File: src/rtl/pipelined_regfile_fwd.sv
// Parametrised register file with registered ID/EXE read stage, EXE/MEM and MEM/WB
// forwarding, write-through and load-use stall. Optional counters: PIPE_REGFILE_PERF_CNT_EN.
module pipelined_regfile_fwd #(
    parameter int DW       = 16,
    parameter int NREG     = 16,
    parameter int NRP      = 2,
    parameter int ZERO_REG = 1,
    localparam int AW      = $clog2(NREG)
) (
    input  logic              clk,
    input  logic              rst,
    input  logic [NRP*AW-1:0] raddr,
    input  logic [NRP-1:0]    ren,
    input  logic [AW-1:0]     id_waddr,
    input  logic              id_we,
    input  logic              id_is_load,
    input  logic              flush,
    input  logic [AW-1:0]     mem_waddr,
    input  logic              mem_we,
    input  logic [DW-1:0]     mem_data,
    input  logic [AW-1:0]     wb_waddr,
    input  logic              wb_we,
    input  logic [DW-1:0]     wb_data,
    output logic [NRP*DW-1:0] rdata_ID_EXE,
    output logic [AW-1:0]     waddr_ID_EXE,
    output logic              we_ID_EXE,
    output logic              load_ID_EXE,
    output logic              stall
`ifdef PIPE_REGFILE_PERF_CNT_EN
    ,
    output logic [31:0]       fwd_count,
    output logic [31:0]       stall_count
`endif
);

    logic [DW-1:0]     r_regs [NREG];
    logic [NRP*DW-1:0] r_rdata;
    logic [AW-1:0]     r_waddr;
    logic              r_we;
    logic              r_load;

    logic [NRP*DW-1:0] w_rdata;
    logic [NRP-1:0]    w_hit;
    logic              w_zero_en;
    logic              w_wb_write;
    logic              w_stall;

    assign w_zero_en  = (ZERO_REG != 0);
    assign w_wb_write = wb_we && !(w_zero_en && wb_waddr == '0);

    // NOTE: every output of a combinational block gets a default first, so no path leaves it latched.
    always_comb begin
        logic [AW-1:0] w_addr;
        w_rdata = '0;
        w_hit   = '0;
        w_addr  = '0;
        for (int p = 0; p < NRP; p++) begin
            w_addr = raddr[p*AW +: AW];
            if (w_zero_en && w_addr == '0)
                w_rdata[p*DW +: DW] = '0;
            else if (mem_we && mem_waddr == w_addr)
                w_rdata[p*DW +: DW] = mem_data;
            else if (wb_we && wb_waddr == w_addr)
                w_rdata[p*DW +: DW] = wb_data;
            else
                w_rdata[p*DW +: DW] = r_regs[w_addr];
            w_hit[p] = ren[p] && (w_addr == r_waddr) && !(w_zero_en && w_addr == '0);
        end
    end

    // Load in EXE whose result some used operand in ID needs: hold ID one cycle.
    assign w_stall = !rst && r_load && r_we && (|w_hit);

    // NOTE: the register array is cleared on reset because software may read a register before writing it.
    // NOTE: sequential state uses non-blocking assignments so every flop samples pre-edge values.
    always_ff @(posedge clk) begin
        if (rst) begin
            for (int i = 0; i < NREG; i++)
                r_regs[i] <= '0;
        end else if (w_wb_write) begin
            r_regs[wb_waddr] <= wb_data;
        end
    end

    always_ff @(posedge clk) begin
        if (rst) begin
            r_rdata <= '0;
            r_waddr <= '0;
            r_we    <= 1'b0;
            r_load  <= 1'b0;
        end else if (flush || w_stall) begin
            r_waddr <= '0;
            r_we    <= 1'b0;
            r_load  <= 1'b0;
        end else begin
            r_rdata <= w_rdata;
            r_waddr <= id_waddr;
            r_we    <= id_we;
            r_load  <= id_is_load;
        end
    end

    assign rdata_ID_EXE = r_rdata;
    assign waddr_ID_EXE = r_waddr;
    assign we_ID_EXE    = r_we;
    assign load_ID_EXE  = r_load;
    assign stall        = w_stall;

`ifdef PIPE_REGFILE_PERF_CNT_EN
    logic [31:0]    r_fwd_count;
    logic [31:0]    r_stall_count;
    logic [NRP-1:0] w_fwd;
    logic [2:0]     w_fwd_num;
    logic [32:0]    w_fwd_sum;

    always_comb begin
        logic [AW-1:0] w_faddr;
        w_fwd     = '0;
        w_fwd_num = '0;
        w_faddr   = '0;
        for (int p = 0; p < NRP; p++) begin
            w_faddr  = raddr[p*AW +: AW];
            w_fwd[p] = !(w_zero_en && w_faddr == '0) &&
                       ((mem_we && mem_waddr == w_faddr) || (wb_we && wb_waddr == w_faddr));
            w_fwd_num = w_fwd_num + {2'b00, w_fwd[p]};
        end
    end

    assign w_fwd_sum = {1'b0, r_fwd_count} + 33'(w_fwd_num);

    always_ff @(posedge clk) begin
        if (rst) begin
            r_fwd_count   <= '0;
            r_stall_count <= '0;
        end else begin
            if (!flush && !w_stall)
                r_fwd_count <= w_fwd_sum[32] ? 32'hFFFF_FFFF : w_fwd_sum[31:0];
            if (w_stall && r_stall_count != 32'hFFFF_FFFF)
                r_stall_count <= r_stall_count + 32'd1;
        end
    end

    assign fwd_count   = r_fwd_count;
    assign stall_count = r_stall_count;
`endif

endmodule

File: config.mk
export PLATFORM = sky130hd
export DESIGN_NAME = pipelined_regfile_fwd
export DESIGN_NICKNAME = d
export VERILOG_FILES = /design/src/rtl/pipelined_regfile_fwd.sv
export SDC_FILE = /design/constraint.sdc
export NUM_CORES = 1
export LEC_CHECK = 0
export ABC_AREA = 1
export CAP_MARGIN = 20
export CORE_UTILIZATION = 30
export DETAILED_ROUTE_END_ITERATION = 10
export DONT_BUFFER_PORTS = 1
export PLACE_DENSITY = 0.55
export SYNTH_ARGS = -nofsm -noshare
export SYNTH_HDL_FRONTEND = slang
export SYNTH_SLANG_ARGS = --single-unit
File: constraint.sdc
create_clock -name clk -period 2.3 [get_ports clk]
set_input_delay 0.46 -clock clk [delete_from_list [all_inputs] [get_ports clk]]
set_output_delay 0.46 -clock clk [all_outputs]
set_load 0.03 [all_outputs]
==> Word level (Yosys, flattened, before mapping) <==
Memory sizes are Yosys's and may differ from the RTL's.
Cells that the tools add are included.
{ "totals": {"register_bits": 38, "latchBits": 0, "ramBits": 256, "mem_bits_ro": 0, "in_bits": 61, "output_inout_bits": 39, "word_cells": 48, "n_memories": 1} }
{ "op_classes": {"addsub": 0, "multipliers": 0, "n_div": 0, "magnitude_cmp": 0, "eq_ne": 6, "n_shift": 0, "n_mux": 14, "bitwise_logic": 0, "n_reduce_logical": 23} }
{ "memory_table": {"columns": ["memory", "words", "word_bits", "read_ports", "rd_clocked_by_memory_dff", "write_ports", "line_no", "source"], "rows": [
  ["r_regs", 16, 16, 2, 0, 16, "36", "logic [DW-1:0] r_regs [NREG];"]
]} }
{ "op_table": {"columns": ["cell", "n"], "rows": [
  ["16-bit two-way mux", 7],
  ["4-bit == test", 6],
  ["16-bit OR reduction", 1],
  ["1-bit logical AND", 12],
  ["4-bit zero test", 3],
  ["1-bit two-way mux", 6],
  ["1-bit zero test", 4],
  ["4-bit two-way mux", 1],
  ["2-bit OR reduction", 2],
  ["1-bit logical OR", 1]
]} }

==> Longest topological paths before layout <==
Gate-level depths: netlist of the first run.
{ "logic_depth": {"depth_word": 8, "ltp_mapped": 13, "depth_no_buf": 11} }

==> Least setup slack after synthesis of the first run <==
No wires, ideal clock.
{ "synth_timing": {"path_type": "input to register", "start": "input wb_waddr[0]", "end": "memory r_regs[8][0], enable pin", "arrival_ns": 1.714, "required_ns": 1.928, "path_slack_ns": 0.215, "cell_stages": 9, "path_buffers": 1, "cell_sequence": "nor2_1 nand2_1 nand2_1 nor2_2 inv_1 nor3_4 nand2_2 buf_6 nand2_1"} }
{ "synth_lines": {"columns": ["item", "line_no", "source"], "rows": [
  ["start: declaration", "21", "input logic [AW-1:0] wb_waddr,"],
  ["end: declaration", "36", null]
]} }

==> Worst setup path in the final report of the first run <==
{ "layout_timing": {"start": "register r_waddr[3], in the netlist waddr_ID_EXE[3]", "end": "output stall"} }
{ "layout_between": {"elab_chain_cells": 5, "word_cells_on_any_way": 8, "cone_classes": "2 x eq/ne; 6 x reduce/logical"} }
{ "layout_lines": {"columns": ["item", "line_no", "source"], "rows": [
  ["start: declaration", "38", "logic [AW-1:0] r_waddr;"],
  ["start signal: assignment", "97", "r_waddr <= id_waddr;"],
  ["4-bit == test", "67", "w_hit[p] = ren[p] && (w_addr == r_waddr) && !(w_zero_en && w_addr == '0);"],
  ["1-bit logical AND (2 in series)", "67", null],
  ["2-bit OR reduction *", "72", "assign w_stall = !rst && r_load && r_we && (|w_hit);"],
  ["1-bit logical AND *", "72", null],
  ["end: declaration", "28", "output logic stall"]
]} }
Every way passes the cells marked *; elsewhere a longest branch is shown, timed or not.

==> flow_metrics.env, run 1 <==
export IMPL_nNetsFinal=2412
export IMPL_wire_per_inst_um=19.9
export IMPL_yosysWarnings=0
export IMPL_ant_nets=0
export IMPL_worstSkewPairLatency_ps=540
export IMPL_grt_setup_unrepaired="no"
export IMPL_vias=15900
export IMPL_endpoint_kind="output pin"
export IMPL_cts_resized=0
export IMPL_synthCells=2376
export IMPL_grt_max_degree=135
export IMPL_finalHoldViolCount=0
export IMPL_finalInstanceArea_um2=19600
export IMPL_netlist_area_um2=17300
export IMPL_synth_seq_cells=294
export IMPL_drt_first_pass_iters=8
export IMPL_postPlaceCellArea_um2=18400
export IMPL_place_congestion=0.889
export IMPL_insertedDiodeCount=0
export IMPL_cts_root_buf="clkbuf_16"
export IMPL_drc=0
export IMPL_cts_hold_buffers=1
export IMPL_cts_setup_buffers=0
export IMPL_period_share_pct=95.4
export IMPL_num_fill_cells=5948
export IMPL_grt_overflow=0
export IMPL_leakagePower_nw=9.03
export IMPL_ios=100
export IMPL_slew_headroom_pct=46.0
export IMPL_cts_buffers=35
export IMPL_avgSynthCellArea_um2=7.27
export IMPL_drt_wl_total_um=62200
export IMPL_cts_buffer_depth=3
export IMPL_hold_path_class="in -> reg"
export IMPL_clkSinkCount=294
export IMPL_antenna_found_initial=0
export IMPL_yosysUniqueCellTypes=30
export IMPL_critPathMaxFanout=3
export IMPL_chipWidth_um=242
export IMPL_worstSetupPathType="reg -> out"
export IMPL_syn2layout_area_growth_pct=13.5
export IMPL_cap_violations=0
export IMPL_skew_ps=23.7
export IMPL_io_buffers=0
export IMPL_ir_worst_vdd_uv=534
export IMPL_final_cell_mix="725 x nand2_1, 488 x nand3_1, 329 x nor2_1"
export IMPL_tightest_slew_ps=809
export IMPL_status="finished clean"
export IMPL_crit_path_start_kind="flip-flop"
export IMPL_place_hpwl_um=40300
export IMPL_track_usage_pct=20.8
export IMPL_finalCriticalPeriod_ps=2190
export IMPL_cp_required_ps=1840
export IMPL_cts_reportedPaths_clkPinSlew_ps=60
export IMPL_start_util_pct=30.5
export IMPL_die_height_um=242
export IMPL_setup_viol=0
export IMPL_drive_above_1_share_pct=7.03
export IMPL_fmax_mhz=456
export IMPL_cts_tree="done"
export IMPL_tns_ps=0
export IMPL_worstPathArrival_ps=1730
export IMPL_htree_levels=2
export IMPL_final_common_cell="nand2_1"
export IMPL_routed_via_density=5.08
export IMPL_core_um2=56600
export IMPL_slew_violations=0
export IMPL_ys_seq_area_share_pct=48.9
export IMPL_placementRows=87
export IMPL_drt_iter0_markers=1789
export IMPL_p_per_area_nw_per_um2=722
export IMPL_grt_first_pass_wirelength_um=93300
export IMPL_first_global_vias=15300
export IMPL_die_area_um2=58600
[critical path: stages (launching register included)]
cell	delay, ps
dfxtp_1	340
buf_4	180
nand2_1	70
nand2_1	40
nor2_1	130
nand3_2	80
nand2_2	90
nand2_4	60
inv_1	210
[final cells by class]
cell class | count | area (µm²) | share of cell area, %
Inverter | 306 | 1160 | 5.89
Clock inverter | 19 | 255 | 1.30
Tap cell | 756 | 946 | 4.82
Timing Repair Buffer | 84 | 916 | 4.67
Clock buffer | 43 | 961 | 4.90
Sequential cell | 294 | 8450 | 43.0
Multi-Input combinational cell | 1630 | 6940 | 35.4
[final timing paths]
path / slack, ps / cells past startpoint / end / startpoint
min reg2reg: 620 / 2 / rdata_ID_EXE[5]$_SDFFE_PP0N_ / rdata_ID_EXE[5]$_SDFFE_PP0N_
max reg2reg: 480 / 10 / rdata_ID_EXE[3]$_SDFFE_PP0N_ / waddr_ID_EXE[1]$_SDFF_PP0_
min: 20 / 2 / waddr_ID_EXE[0]$_SDFF_PP0_ / id_waddr[0]
max: 110 / 8 / stall / waddr_ID_EXE[3]$_SDFF_PP0_
[report_power, final]
group | internal [mW] | total [mW] | leakage, nW | switching (mW)
clock network | 3.65 | 6.01 | 0.602 | 2.35
logic | 0.578 | 1.85 | 5.67 | 1.28
registers | 6.11 | 6.32 | 2.76 | 0.208
[registers in the layout (all words and copies together) (netlist names)]
register / cells
we_ID_EXE: 1
r_regs: 256
rdata_ID_EXE: 32
waddr_ID_EXE: 4
load_ID_EXE: 1
[through the flow]
| step | hold slack, ps | power [mW] | util (%) | setup WS [ps] | std cells |
|---|---|---|---|---|---|
| 2_1_floorplan | 572 | 7.69 | - | 215 | 2391 |
| 3_3_place_gp | 534 | 8.21 | 32.5 | 248 | 3068 |
| 3_5_place_dp | 537 | 8.25 | 32.5 | 223 | 3068 |
| 4_1_cts | 7.57 | 14.2 | 34.6 | 90.6 | 3131 |
| 5_1_grt | 10.2 | 14.7 | 34.7 | 31.2 | 3132 |
| 6_report | 24.8 | 14.2 | 34.7 | 107 | 3132 |
[cells in the mapped netlist (all sizes together)]
cell,count,area [µm²]
nand2,737,2810
nand3,489,2450
nor2,334,1300
inv,305,1150
edfxtp,256,7690
buf,108,606
clkbuf,53,199
dfxtp,38,761
a21oi,33,165
o21ai,9,45.0
nor3,3,42.5
o22ai,3,18.8
xnor2,3,26.3
clkinv,1,3.75
conb,1,3.75
o211ai,1,7.51
or2,1,6.26
xor2,1,8.76
[logic make-up (layout without fill, tap and decap cells)]
logic type / after synthesis / count (layout) / share of synthesized area, %
other: 1 / 16 / 0.0217
XOR/XNOR: 4 / 4 / 0.203
buffers and inverters: 467 / 452 / 11.3
AND/OR/NAND/NOR: 1564 / 1564 / 38.2
flip-flops: 294 / 294 / 48.9
AO/OA/AOI/OAI: 46 / 46 / 1.37
[routing by layer]
metal,up-vias,GRT usage (%),wire length (µm)
met4,0,8.51,2500
met5,-,0,0
met1,7511,27.8,26100
met3,150,4.49,5700
met2,785,32.6,28000
li1,7449,-,-
(Power assumes the default switching activity.)
==> inputs of run 2 (changes only) <==
- GPL_TIMING_DRIVEN: unset -> 0
==> flow_metrics.env, run 2 (same netlist as run 1, synthesis figures left out) <==
export IMPL_cts_buffers=36
export IMPL_slew_violations=0
export IMPL_chipWidth_um=242
export IMPL_grt_first_pass_wirelength_um=106000
export IMPL_drc=0
export IMPL_worstSkewPairLatency_ps=580
export IMPL_max_stage_delay_ps=530
export IMPL_clkSinkCount=294
export IMPL_largest_register="r_regs"
export IMPL_start_util_pct=30.5
export IMPL_wire_per_inst_um=22.9
export IMPL_tightest_slew_ps=1100
export IMPL_cp_depth=9
export IMPL_slew_headroom_pct=26.5
export IMPL_htree_levels=2
export IMPL_syn2layout_area_growth_pct=13.8
export IMPL_critPathMaxFanout=16
export IMPL_fin_util_pct=34.7
export IMPL_period_share_pct=103
export IMPL_hold_path_class="in -> reg"
export IMPL_combPwrFrac_pct=14.8
export IMPL_grt_overflow=0
export IMPL_place_hpwl_um=53900
export IMPL_cap_violations=0
export IMPL_final_common_cell="nand2_1"
export IMPL_cp_slowest_cell="nand2_1"
export IMPL_drt_wl_total_um=73700
export IMPL_finalCriticalPeriod_ps=2370
export IMPL_grt_setup_unrepaired="yes"
export IMPL_dp_cells=3148
export IMPL_drive_above_1_share_pct=8.04
export IMPL_grt_max_degree=17
export IMPL_seq_area_um2=8460
export IMPL_routed_via_density=5.23
export IMPL_core_um2=56600
export IMPL_track_usage_pct=24.6
export IMPL_cts_buffer_depth=3
export IMPL_setup_viol=94
export IMPL_p_int_mw=10.3
export IMPL_fin_cells=3220
export IMPL_drt_iter0_markers=2078
export IMPL_placementRows=87
export IMPL_status="finished, violations left"
export IMPL_holdWs_ps=123
export IMPL_multi_input_area_um2=6960
export IMPL_place_congestion=0.974
export IMPL_fmax_mhz=422
export IMPL_path_cells="nor2_2, nand2_1, nand2_1, nor2_2, nand3_1, inv_1, nand2_1, buf_2, nand2_1"
export IMPL_crit_path_frequent_cell="nand2_1"
export IMPL_nNetsFinal=2497
export IMPL_endpoint_kind="flip-flop"
export IMPL_p_per_area_nw_per_um2=750
export IMPL_pwr_share_clk_pct=42.3
export IMPL_whs_path_depth=4
export IMPL_fin_ws_ps=-67.7
export IMPL_cp_required_ps=2410
export IMPL_leakagePower_nw=9.02
export IMPL_io_buffers=0
export IMPL_die_area_um2=58600
export IMPL_reg2reg_depth=11
export IMPL_final_cell_mix="719 x nand2_1, 488 x nand3_1, 328 x nor2_1"
export IMPL_num_fill_cells=6105
export IMPL_ios=100
export IMPL_finalHoldViolCount=0
export IMPL_crit_path_start_kind="input pin"
export IMPL_cts_root_buf="clkbuf_16"
export IMPL_path_buf_inv=2
export IMPL_cts_tree="done"
export IMPL_vias=16800
export IMPL_drt_first_pass_iters=6
export IMPL_cts_reportedPaths_clkPinSlew_ps=60
export IMPL_antenna_found_initial=1
export IMPL_power_mw=14.7
export IMPL_switchingPower_mw=4.41
export IMPL_die_height_um=242
export IMPL_cp_top_family="simple AND/OR/NAND/NOR gates"
export IMPL_largest_reg_flops=256
export IMPL_ir_worst_vdd_uv=585
export IMPL_swShare_pct=29.9
export IMPL_violations="negative setup slack"
export IMPL_seqPwrFrac_pct=42.9
export IMPL_worstPathArrival_ps=2470
export IMPL_first_global_vias=15600
export IMPL_worstSetupPathType="in -> reg"
export IMPL_ant_nets=0
export IMPL_insertedDiodeCount=0
export IMPL_skew_ps=39.0
==> run 2: changes by cell type in the layout (fill, tap and decap cells not counted), moves of 5 or more <==
cell / before / now
nand2_2: 10 / 16
clkbuf_1: 3 / 50
nand2_1: 725 / 719
buf_1: 0 / 14
buf_6: 0 / 11
clkbuf_2: 0 / 5
buf_2: 0 / 76
buf_12: 22 / 0
clkinvlp_4: 0 / 8
buf_4: 60 / 6
dlygate4sd3_1: 1 / 6
==> run 2: cell type report <==
cell class | instances | share of cell area (%)
clock buffer | 42 | 5.06
buffer | 161 | 4.12
inverter | 306 | 5.87
clock inverter | 24 | 1.36
tap | 756 | 4.81
multi-input combinational | 1630 | 35.4
sequential | 294 | 43.0
timing repair buffer | 7 | 0.382
==> run 2: path summary, 6_finish.rpt <==
path,startpoint,to,slack (ps)
max,wb_waddr[0],r_regs[12][5]$_SDFFCE_PN0P_,-70
max reg2reg,waddr_ID_EXE[0]$_SDFF_PP0_,rdata_ID_EXE[25]$_SDFFE_PP0N_,480
min,mem_data[0],rdata_ID_EXE[16]$_SDFFE_PP0N_,120
min reg2reg,rdata_ID_EXE[12]$_SDFFE_PP0N_,rdata_ID_EXE[12]$_SDFFE_PP0N_,620
==> run 2: worst reg2reg max path: cells and delay by family (launching register included) <==
family	cells	cell delay (ps)
AND/OR/NAND/NOR	7	730
AO/OA/AOI/OAI	2	230
buffers and inverters	2	330
flip-flops	1	410
==> run 2: what timing repair did <==
action,CTS,global route
endpoints found under the hold margin,6,0
pin swaps,0,1
hold buffers,6,0
setup buffers,0,0
setup endpoints to repair,145,139
resized for setup,11,14
==> run 2: power by group through the flow <==
stage	clock [mW]	combinational [mW]	sequential (mW)
finish	6.24	2.17	6.33
global route	6.44	2.33	6.36
CTS	6.24	2.11	6.33
detailed placement	0	2.09	6.44
global placement	0	2.07	6.44
floorplan	0	1.29	6.40
==> run 2: per-layer routing <==
layer	global-route usage [%]	up-vias	routed length, µm
met3	4.65	168	7140
li1	-	7616	-
met4	9.92	0	3320
met2	38.6	914	33000
met5	0	-	0
met1	33.3	8150	30300
==> run 2: through the flow <==
stage          setup WS, ps  setup TNS (ps)  instance area [µm²]
2_1_floorplan           215               0                17300
3_3_place_gp           -868         -172390                18300
3_5_place_dp           -949         -183960                18300
4_1_cts               -11.2           -38.8                19700
5_1_grt                -113           -7560                19700
6_report              -67.7           -2830                19700
==> inputs of run 3 (changes only) <==
- HOLD_SLACK_MARGIN: unset -> 0.05
==> results of run 3 <==
No change in the layout: final DEF, timing and power equal those of run 2.
